--- src/rtl/mbist_pkg.sv ---
// mbist_pkg: shared types and constants for the March C- BIST controller.
//   state_e     : controller FSM states (IDLE, RUN, FLUSH, DONE)
//   elem_e      : march element index E0..E5
//   elem_cfg_t  : per-element attributes (direction, read/write backgrounds,
//                 which operations the element contains)
//   elem_cfg()  : element -> attribute lookup
package mbist_pkg;

    typedef enum logic [1:0] {
        ST_IDLE  = 2'd0,
        ST_RUN   = 2'd1,
        ST_FLUSH = 2'd2,
        ST_DONE  = 2'd3
    } state_e;

    typedef enum logic [2:0] {
        EL_0 = 3'd0,
        EL_1 = 3'd1,
        EL_2 = 3'd2,
        EL_3 = 3'd3,
        EL_4 = 3'd4,
        EL_5 = 3'd5
    } elem_e;

    typedef struct packed {
        logic down;    // address order N-1..0
        logic rd_val;  // expected background of the read
        logic wr_val;  // background written
        logic has_rd;
        logic has_wr;
    } elem_cfg_t;

    localparam elem_e ELEM_FIRST = EL_0;
    localparam elem_e ELEM_LAST  = EL_5;

    // March C-: (w0) up(r0,w1) up(r1,w0) down(r0,w1) down(r1,w0) (r0)
    function automatic elem_cfg_t elem_cfg(elem_e e);
        elem_cfg_t c;
        case (e)
            EL_0:    c = '{down: 1'b0, rd_val: 1'b0, wr_val: 1'b0, has_rd: 1'b0, has_wr: 1'b1};
            EL_1:    c = '{down: 1'b0, rd_val: 1'b0, wr_val: 1'b1, has_rd: 1'b1, has_wr: 1'b1};
            EL_2:    c = '{down: 1'b0, rd_val: 1'b1, wr_val: 1'b0, has_rd: 1'b1, has_wr: 1'b1};
            EL_3:    c = '{down: 1'b1, rd_val: 1'b0, wr_val: 1'b1, has_rd: 1'b1, has_wr: 1'b1};
            EL_4:    c = '{down: 1'b1, rd_val: 1'b1, wr_val: 1'b0, has_rd: 1'b1, has_wr: 1'b1};
            EL_5:    c = '{down: 1'b0, rd_val: 1'b0, wr_val: 1'b0, has_rd: 1'b1, has_wr: 1'b0};
            default: c = '0;
        endcase
        return c;
    endfunction

endpackage

--- src/rtl/mbist_addr_gen.sv ---
// mbist_addr_gen: loadable up/down address counter for the march sequence.
//   CLK, RSTN : clock, synchronous active-low reset (counter -> 0)
//   load      : load load_val (has priority over step)
//   load_val  : start address of the next element
//   step      : advance one address in the direction given by down
//   down      : 1 = count N-1..0, 0 = count 0..N-1
//   addr      : current address
//   last      : current address is the final one for the direction
module mbist_addr_gen #(
    parameter int ADDR_W = 12
) (
    input  logic              CLK,
    input  logic              RSTN,
    input  logic              load,
    input  logic [ADDR_W-1:0] load_val,
    input  logic              step,
    input  logic              down,
    output logic [ADDR_W-1:0] addr,
    output logic              last
);

    localparam logic [ADDR_W-1:0] ONE = ADDR_W'(1);

    logic [ADDR_W-1:0] addr_q;
    logic [ADDR_W-1:0] addr_d;

    always_comb begin
        addr_d = addr_q;
        if (load) begin
            addr_d = load_val;
        end else if (step) begin
            addr_d = down ? (addr_q - ONE) : (addr_q + ONE);
        end
    end

    always_ff @(posedge CLK) begin
        if (!RSTN) begin
            addr_q <= '0;
        end else begin
            addr_q <= addr_d;
        end
    end

    // The FSM reloads on last, so the counter never wraps.
    assign last = down ? (addr_q == '0) : (addr_q == '1);
    assign addr = addr_q;

endmodule

--- src/rtl/mbist_march_ctrl.sv ---
// mbist_march_ctrl: March C- BIST controller for one single-port sync SRAM.
//   CLK, RSTN  : clock shared with the SRAM; synchronous active-low reset
//   start      : one-cycle run request, honoured in IDLE or DONE
//   busy/done  : run in progress / run finished (held until next start)
//   fail       : sticky miscompare flag for the current run
//   fail_cnt   : saturating count of miscompared reads
//   fail_addr, fail_elem, fail_mask : diagnostics of the first miscompare
//   CEN, WEN, A, D, OEN : SRAM control (active-low enables), address, data
//   Q          : SRAM read data, valid the cycle after the read edge
module mbist_march_ctrl
    import mbist_pkg::*;
#(
    parameter int ADDR_W = 12,
    parameter int DATA_W = 32,
    parameter int CNT_W  = 8
) (
    input  logic              CLK,
    input  logic              RSTN,
    input  logic              start,
    output logic              busy,
    output logic              done,
    output logic              fail,
    output logic [CNT_W-1:0]  fail_cnt,
    output logic [ADDR_W-1:0] fail_addr,
    output logic [2:0]        fail_elem,
    output logic [DATA_W-1:0] fail_mask,
    output logic              CEN,
    output logic              WEN,
    output logic [ADDR_W-1:0] A,
    output logic [DATA_W-1:0] D,
    output logic              OEN,
    input  logic [DATA_W-1:0] Q
);

    localparam logic [CNT_W-1:0] CNT_ONE = CNT_W'(1);

    state_e            state_q, state_d;
    elem_e             elem_q, elem_d;
    elem_e             elem_nxt;
    logic              phase_q, phase_d;   // 0 = read slot, 1 = write slot
    elem_cfg_t         cfg;

    logic              ag_load;
    logic              ag_step;
    logic [ADDR_W-1:0] ag_load_val;
    logic [ADDR_W-1:0] addr;
    logic              ag_last;

    logic              run;
    logic              is_rd;
    logic              clr_status;

    logic              vld_p1_q, vld_p1_d;
    logic [DATA_W-1:0] exp_p1_q, exp_p1_d;
    logic [ADDR_W-1:0] addr_p1_q, addr_p1_d;
    logic [2:0]        elem_p1_q, elem_p1_d;

    logic              fail_q, fail_d;
    logic [CNT_W-1:0]  fail_cnt_q, fail_cnt_d;
    logic [ADDR_W-1:0] fail_addr_q, fail_addr_d;
    logic [2:0]        fail_elem_q, fail_elem_d;
    logic [DATA_W-1:0] fail_mask_q, fail_mask_d;
    logic [DATA_W-1:0] diff;

    mbist_addr_gen #(.ADDR_W(ADDR_W)) u_addr_gen (
        .CLK      (CLK),
        .RSTN     (RSTN),
        .load     (ag_load),
        .load_val (ag_load_val),
        .step     (ag_step),
        .down     (cfg.down),
        .addr     (addr),
        .last     (ag_last)
    );

    assign cfg      = elem_cfg(elem_q);
    assign elem_nxt = elem_e'(elem_q + 3'd1);

    // ---------------- sequencer ----------------
    always_comb begin
        state_d     = state_q;
        elem_d      = elem_q;
        phase_d     = phase_q;
        ag_load     = 1'b0;
        ag_load_val = '0;
        ag_step     = 1'b0;
        clr_status  = 1'b0;
        case (state_q)
            ST_IDLE, ST_DONE: begin
                if (start) begin
                    state_d    = ST_RUN;
                    elem_d     = ELEM_FIRST;
                    phase_d    = 1'b0;
                    ag_load    = 1'b1;
                    clr_status = 1'b1;
                end
            end
            ST_RUN: begin
                if (cfg.has_rd && cfg.has_wr && !phase_q) begin
                    // read slot of a read-write pair: write same address next
                    phase_d = 1'b1;
                end else begin
                    phase_d = 1'b0;
                    if (ag_last) begin
                        ag_load = 1'b1;
                        if (elem_q == ELEM_LAST) begin
                            state_d = ST_FLUSH;
                        end else begin
                            elem_d      = elem_nxt;
                            ag_load_val = elem_cfg(elem_nxt).down ? '1 : '0;
                        end
                    end else begin
                        ag_step = 1'b1;
                    end
                end
            end
            ST_FLUSH: state_d = ST_DONE;
            default:  state_d = ST_IDLE;
        endcase
    end

    // SRAM interface is decoded from the current state so each op lands
    // on the very next edge without a gap between elements.
    always_comb begin
        run   = (state_q == ST_RUN);
        is_rd = run && cfg.has_rd && !phase_q;
        CEN   = !run;
        WEN   = !(run && !is_rd);
        A     = addr;
        D     = (run && !is_rd && cfg.wr_val) ? '1 : '0;
        OEN   = 1'b0;
        busy  = (state_q == ST_RUN) || (state_q == ST_FLUSH);
        done  = (state_q == ST_DONE);
    end

    // ---------------- compare pipeline ----------------
    always_comb begin
        vld_p1_d    = is_rd;
        exp_p1_d    = {DATA_W{cfg.rd_val}};
        addr_p1_d   = addr;
        elem_p1_d   = elem_q;
        diff        = Q ^ exp_p1_q;
        fail_d      = fail_q;
        fail_cnt_d  = fail_cnt_q;
        fail_addr_d = fail_addr_q;
        fail_elem_d = fail_elem_q;
        fail_mask_d = fail_mask_q;
        if (clr_status) begin
            fail_d      = 1'b0;
            fail_cnt_d  = '0;
            fail_addr_d = '0;
            fail_elem_d = '0;
            fail_mask_d = '0;
        end else if (vld_p1_q && (diff != '0)) begin
            fail_d = 1'b1;
            if (fail_cnt_q != '1) begin
                fail_cnt_d = fail_cnt_q + CNT_ONE;
            end
            if (!fail_q) begin
                fail_addr_d = addr_p1_q;
                fail_elem_d = elem_p1_q;
                fail_mask_d = diff;
            end
        end
    end

    always_ff @(posedge CLK) begin
        if (!RSTN) begin
            state_q     <= ST_IDLE;
            elem_q      <= ELEM_FIRST;
            phase_q     <= 1'b0;
            vld_p1_q    <= 1'b0;
            exp_p1_q    <= '0;
            addr_p1_q   <= '0;
            elem_p1_q   <= '0;
            fail_q      <= 1'b0;
            fail_cnt_q  <= '0;
            fail_addr_q <= '0;
            fail_elem_q <= '0;
            fail_mask_q <= '0;
        end else begin
            state_q     <= state_d;
            elem_q      <= elem_d;
            phase_q     <= phase_d;
            vld_p1_q    <= vld_p1_d;
            exp_p1_q    <= exp_p1_d;
            addr_p1_q   <= addr_p1_d;
            elem_p1_q   <= elem_p1_d;
            fail_q      <= fail_d;
            fail_cnt_q  <= fail_cnt_d;
            fail_addr_q <= fail_addr_d;
            fail_elem_q <= fail_elem_d;
            fail_mask_q <= fail_mask_d;
        end
    end

    assign fail      = fail_q;
    assign fail_cnt  = fail_cnt_q;
    assign fail_addr = fail_addr_q;
    assign fail_elem = fail_elem_q;
    assign fail_mask = fail_mask_q;

endmodule

--- config.mk ---
export PLATFORM = sky130hd
export DESIGN_NAME = mbist_march_ctrl
export DESIGN_NICKNAME = d
export VERILOG_FILES = /design/src/rtl/mbist_pkg.sv /design/src/rtl/mbist_addr_gen.sv /design/src/rtl/mbist_march_ctrl.sv
export SDC_FILE = /design/constraint.sdc
export NUM_CORES = 1
export LEC_CHECK = 0
export BUFFER_PORTS_ARGS = -buffer_cell sky130_fd_sc_hd__clkbuf_2
export CAP_MARGIN = 20
export CORE_MARGIN = 10
export CORE_UTILIZATION = 42
export DETAILED_ROUTE_END_ITERATION = 6
export HOLD_SLACK_MARGIN = 0.12
export PLACE_DENSITY = 0.78
export SLEW_MARGIN = 20
export SYNTH_ARGS = -nofsm -noshare
export SYNTH_HDL_FRONTEND = slang
export SYNTH_HIERARCHICAL = 1
export SYNTH_SLANG_ARGS = --single-unit
--- constraint.sdc ---
create_clock -name CLK -period 8.1 [get_ports CLK]
set_clock_uncertainty 0.2 [all_clocks]
set_input_delay 1.62 -clock CLK [delete_from_list [all_inputs] [get_ports CLK]]
set_output_delay 1.62 -clock CLK [all_outputs]
set_load 0.005 [all_outputs]
Word level (Yosys, flattened, before mapping) --
Cells that the tools add are included.
Storage, ports and cells: bits in registers 91, input bits 35, output and inout bits 105, word-level logic and storage cells 103
Cells by class: add/subtract/negate cells 4, eq/ne operators 20, muxes and demuxes 37, bitwise logic cells 3, reduce and logical (&&, ||, !) cells 26
Operators with widths (count):
- 12-bit 2-to-1 mux | 8
- 5-bit one-hot mux with 6 select lines | 2
- 32-bit 2-to-1 mux | 1
- 32-bit nonzero test | 1
- 32-bit bitwise XOR | 1
- 5-bit 2-to-1 mux | 4
- 12-bit by 1-bit adder with 12-bit output, second input constant | 1
- 12-bit equality test, second input constant | 1
- 3-bit by 2-bit equality test with 1-bit output, second input constant | 4
- 3-bit equality test, second input constant | 4
- 12-bit logical NOT | 1
- 3-bit 2-to-1 mux | 4
- 12-bit by 1-bit subtractor with 12-bit output, second input constant | 1
- 1-bit 2-to-1 mux | 10
- 8-bit by 1-bit adder with 8-bit output, second input constant | 1
- 2-bit 2-to-1 mux | 4
- 2-bit != test, second input constant | 4
- 8-bit != test, second input constant | 1
- 1-bit logical AND | 7
- 3-bit by 1-bit equality test with 1-bit output, second input constant | 2
- 3-bit logical NOT | 2
- 2-bit one-hot mux with 3 select lines | 1
- 3-bit one-hot mux with 2 select lines | 1
- 2-bit AND reduction | 3
- 13 further kinds | 21

Depth between registers and ports, before layout --
word-level depth 13, gate-level depth with buffers 16

By module --
The synthesis kept the hierarchy.
By module, submodules not included:
- mbist_march_ctrl | times used 1, cells each 400, area each 3748.6 µm²
- mbist_addr_gen | times used 1, cells each 133, area each 1057.3 µm²

Worst setup path before layout --
No wires, ideal clock.
path kind register to output, start reg elem_q[2] (netlist: elem_p1_d[2]), end out D[10], arrival 2557 ps, required time 6280 ps, setup slack 3723 ps, cell stages (with the launch flop) 9, path buffers 2, cells stage by stage dfxtp_1 -> clkbuf_1 -> inv_1 -> ha_1 -> nor2_1 -> a21oi_1 -> nand2b_1 -> nor2_1 -> buf_4
On the way: word-level cells in the longest chain between the ends 8
Ends and longest elaborated chain:
- start: declaration | line mbist_march_ctrl.sv:38 | elem_e elem_q, elem_d;
- start signal: assignment | line mbist_march_ctrl.sv:183 | elem_q <= elem_d;
- 3-bit equality test (tied with other cells) | line mbist_pkg.sv:39 | case (e)
- 5-bit one-hot mux with 6 select lines (*) | line mbist_pkg.sv:39
- 1-bit logical AND (2 in a row) | line mbist_march_ctrl.sv:126 | is_rd = run && cfg.has_rd && !phase_q;
- 1-bit logical NOT | line mbist_march_ctrl.sv:130 | D = (run && !is_rd && cfg.wr_val) ? '1 : '0;
- 1-bit logical AND | line mbist_march_ctrl.sv:130
- 1-bit logical AND (*) | line mbist_march_ctrl.sv:130
- 32-bit 2-to-1 mux (*) | line mbist_march_ctrl.sv:130
- end: declaration | line mbist_march_ctrl.sv:30 | output logic [DATA_W-1:0] D,
Mark *: on every way between the ends. The rest lies on a longest branch, timed or not.

Worst setup path after layout --
start reg elem_q[2] (netlist: elem_p1_d[2]), end out D[25]
Same word-level chain as after synthesis.

==> impl_metrics.yaml <==
critical_path:
  timing.critical_path.required_ns: 6.28
  critical_path_launch_point_type: "register"
  rr_startpoint: "elem_p1_d[1]"
  kind_of_critical_path: "register to output pin"
  regToRegEndpoint: "u_addr_gen/addr[10]"
  slowest_delay_ns: 0.79
  worst-r2r-cell-count: 13
  critPathSlowestCell: "sky130_fd_sc_hd__nor2_2"
  crit_fanout: 32
  worstPathBufferInverterCount: 2
  worstPathArrival_ns: 2.66
  critical_path_cell_count: 7
  worstPathCellList: "inv_1 -> ha_1 -> nor2_1 -> a21oi_1 -> nand2b_1 -> nor2_2 -> clkbuf_2"
  timing.reg2reg.setup_slack_ns: 3.65
  cp_top_family: "simple AND/OR/NAND/NOR gates"
  endpoint_kind_of_the_worst_setup_timing_path: "output pin"
sta:
  finalCritPeriodShare_pct: 55.3
  setup_viol: 0
  fin_tns_setup_ns: 0
  rsz_0062_raised_after_global_routing: "false"
  final-max-slew-violation-count: 0
  fin_worst_hold_slack_ns: 0.270
  period_needed_ns: 4.48
  max_slew_margin_pct: 33.6
  number_of_hold_slack_violations_in_the_final_timing_report: 0
  max_slew.worst_pin.slew_ns: 0.996
  max_freq_ghz: 0.223
yosys:
  post_synthesis_sequential_element_count: 91
  netlist_area_sq_mm: 0.00481
  ys_seq_area_share_pct: 37.9
  synthesis.nets: 589
  postSynthCellCount: 533
  synthesized_area_per_cell_sq_um: 9.02
  synth_enable_flop_cells: 0
  ys.warnings.count: 6
  synthDistinctLibCells: 51
  synth-main-ff-cell: "sky130_fd_sc_hd__dfxtp_1"
  synthArstFlopShare_pct: 0
power:
  cellPowerDensity_mw_per_mm2: 213
  power.leakage_nw: 2.35
  totalPowerFinal_mw: 1.21
  vdd.ir_drop.worst_uv: 130
detailed_routing:
  ant_nets_after_route: 0
  routed-wl-met3_um: 1020
  dr.first_iter.drc_count: 267
  first_pass_iters: 5
  detailroute.wirelength.met2_um: 5920
  route.top_layer_used: "met4"
  drt_wl_total_um: 12700
  vias: 4221
  detail_route.wl_per_cell_um: 16.4
  detail_route.wirelength.met1_um: 5640
  detail_route.drc_violations: 0
  avgViaCountPerCell: 5.47
clock_tree:
  post_cts_resize_count: 0
  cts-root-to-sink-buffers: 2
  numClockSinks: 91
  clk_pin_slew_worst_paths_ns: 0.06
  cts_inserted_buffers: 9
  clock_tree_from_tritoncts: "done"
  number_of_buffers_added_to_fix_hold_violations_after_cts: 0
  postCtsSetupBuffers: 0
  clock_latency_reported_for_the_late_side_of_the_worst_skew_pair_ns: 0.33
  cts_max_level: 3
  clock_tree.root_cell: "sky130_fd_sc_hd__clkbuf_16"
global_route:
  overflow: 0
  gr-usage-all-layers_pct: 14.9
  antenna_found_initial: 0
  grt_pass1_wl_um: 20500
  grt_start_max_net_pins: 80
  grt_pass1_vias: 4112
die:
  die_w_um: 127
  die_h_um: 127
  num_io_pins: 140
  floorplan.die_area_sq_mm: 0.0161
  initial_utilization_pct: 42.5
  core_area_sq_mm: 0.0113
  floorplan.rows: 39
layout:
  final_cell_mix: "138 x sky130_fd_sc_hd__clkbuf_2, 90 x sky130_fd_sc_hd__dfxtp_1, 66 x sky130_fd_sc_hd__nor2_1, 34 x sky130_fd_sc_hd__xnor2_1, 32 x sky130_fd_sc_hd__a21oi_1"
  postLayoutCoreUtil_pct: 50.1
  area_growth_pct: 18.0
  fin_cells: 772
  nets: 680
  antenna_cells_inserted: 0
  post_route_cells_drive_above_1_share_pct: 27.8
  final_common_cell: "sky130_fd_sc_hd__clkbuf_2"
min_path:
  min_path_cells: 2
  worstHoldStart: "addr_p1_q[10]"
  min-delay-path-class: "register to register"
  timing.hold.worst_endpoint: "fail_addr[10]"
place:
  io_buffers: 138
  globalplace.congestion: 0.901
  detailed_place_hpwl_um: 9520
  place_inst: 756
status:
  run_status: "finished clean"
flow_run:
  maxCapViolCount: 0
==> area by class of cell <==
class	instances	area (sq um)
Multi-Input combinational cell	363	2540
Clock buffer	12	246
Sequential cell	91	1830
Clock inverter	4	97.6
Inverter	19	71.3
Timing Repair Buffer	140	706
Fill cell	1039	5650
Tap cell	143	179
==> synthesized netlist by cell type, drive strengths merged (2+ instances only) <==
| cell | number | area, sq um |
|---|---|---|
| nor2b | 2 | 15.0 |
| nor2 | 67 | 251 |
| o211ai | 4 | 35.0 |
| nand3 | 11 | 55.1 |
| o22ai | 2 | 12.5 |
| xor2 | 5 | 43.8 |
| or3 | 6 | 37.5 |
| inv | 18 | 67.6 |
| o31ai | 3 | 27.5 |
| clkbuf | 19 | 71.3 |
| ha | 20 | 250 |
| o32ai | 4 | 35.0 |
| buf | 41 | 310 |
| o21a | 4 | 30.0 |
| nand2 | 11 | 41.3 |
| a21o | 6 | 46.3 |
| o211a | 2 | 20.0 |
| and3 | 9 | 56.3 |
| mux2i | 27 | 270 |
| nand4 | 12 | 75.1 |
| nand2b | 4 | 25.0 |
| o21ai | 16 | 80.1 |
| nor4 | 2 | 12.5 |
| or4 | 9 | 67.6 |
| and2 | 12 | 75.1 |
| nor3 | 8 | 40.0 |
| xnor2 | 34 | 298 |
| a211o | 2 | 17.5 |
| dfxtp | 91 | 1820 |
| a21oi | 32 | 160 |
| a211oi | 38 | 348 |
==> worst max path at each step <==
stage                  from  slack (ns)                  to
2_1_floorplan  elem_p1_d[2]        3.72               D[10]
3_3_place_gp          Q[16]        4.03         fail_cnt[1]
3_5_place_dp   elem_p1_d[0]        3.77  u_addr_gen/addr[6]
4_1_cts        elem_p1_d[2]        3.60               D[18]
5_1_grt        elem_p1_d[0]        3.19  u_addr_gen/addr[9]
6_report       elem_p1_d[2]        3.62               D[25]
==> through the flow <==
stage               worst slack (ns)  instance area (sq um)
CTS                             3.60                   5670
global route                    3.19                   5670
detailed placement              3.77                   5320
floorplan                       3.72                   4810
global placement                4.03                   5320
finish                          3.62                   5670
==> state kept, by name (all words and copies together), names as in the netlist <==
register	cells
elem_p1_q	3
fail_addr	12
addr_p1_q	12
exp_p1_q	1
fail	1
u_addr_gen/addr	12
elem_p1_d	3
state_q	2
vld_p1_q	1
phase_q	1
fail_cnt	8
fail_mask	32
fail_elem	3
==> worst min-delay path: stages, from the launching register on <==
cell and delay, ns:
sky130_fd_sc_hd__dfxtp_1 0.30, sky130_fd_sc_hd__mux2i_1 0.06, sky130_fd_sc_hd__nor2_1 0.07
==> power breakdown <==
group	switching [mW]	total, mW	internal [mW]
Combinational	0.144	0.227	0.0828
Clock	0.167	0.477	0.310
Sequential	0.0348	0.505	0.471
Total	0.345	1.21	0.864
==> metal layers <==
layer | GRT usage [%] | vias to the layer above
met5 | 0 | -
met4 | 3.95 | 0
met3 | 4.76 | 19
met2 | 24.5 | 193
met1 | 18.4 | 1959
li1 | - | 2050
==> kinds of logic (layout without fill, tap and decap cells) <==
family                   Yosys count  count (layout)  synth area share [%]
buffers and inverters             79             175                  9.42
multiplexers                      27              27                  5.62
adder cells (fa/ha/maj)           21              21                  5.62
XOR/XNOR                          39              39                  7.11
AO/OA/AOI/OAI                    122             122                  18.6
AND/OR/NAND/NOR                  153             153                  15.6
flip-flops                        91              91                  37.9
other                              1               1                0.0780
Power figures use the tool's default switching activity.
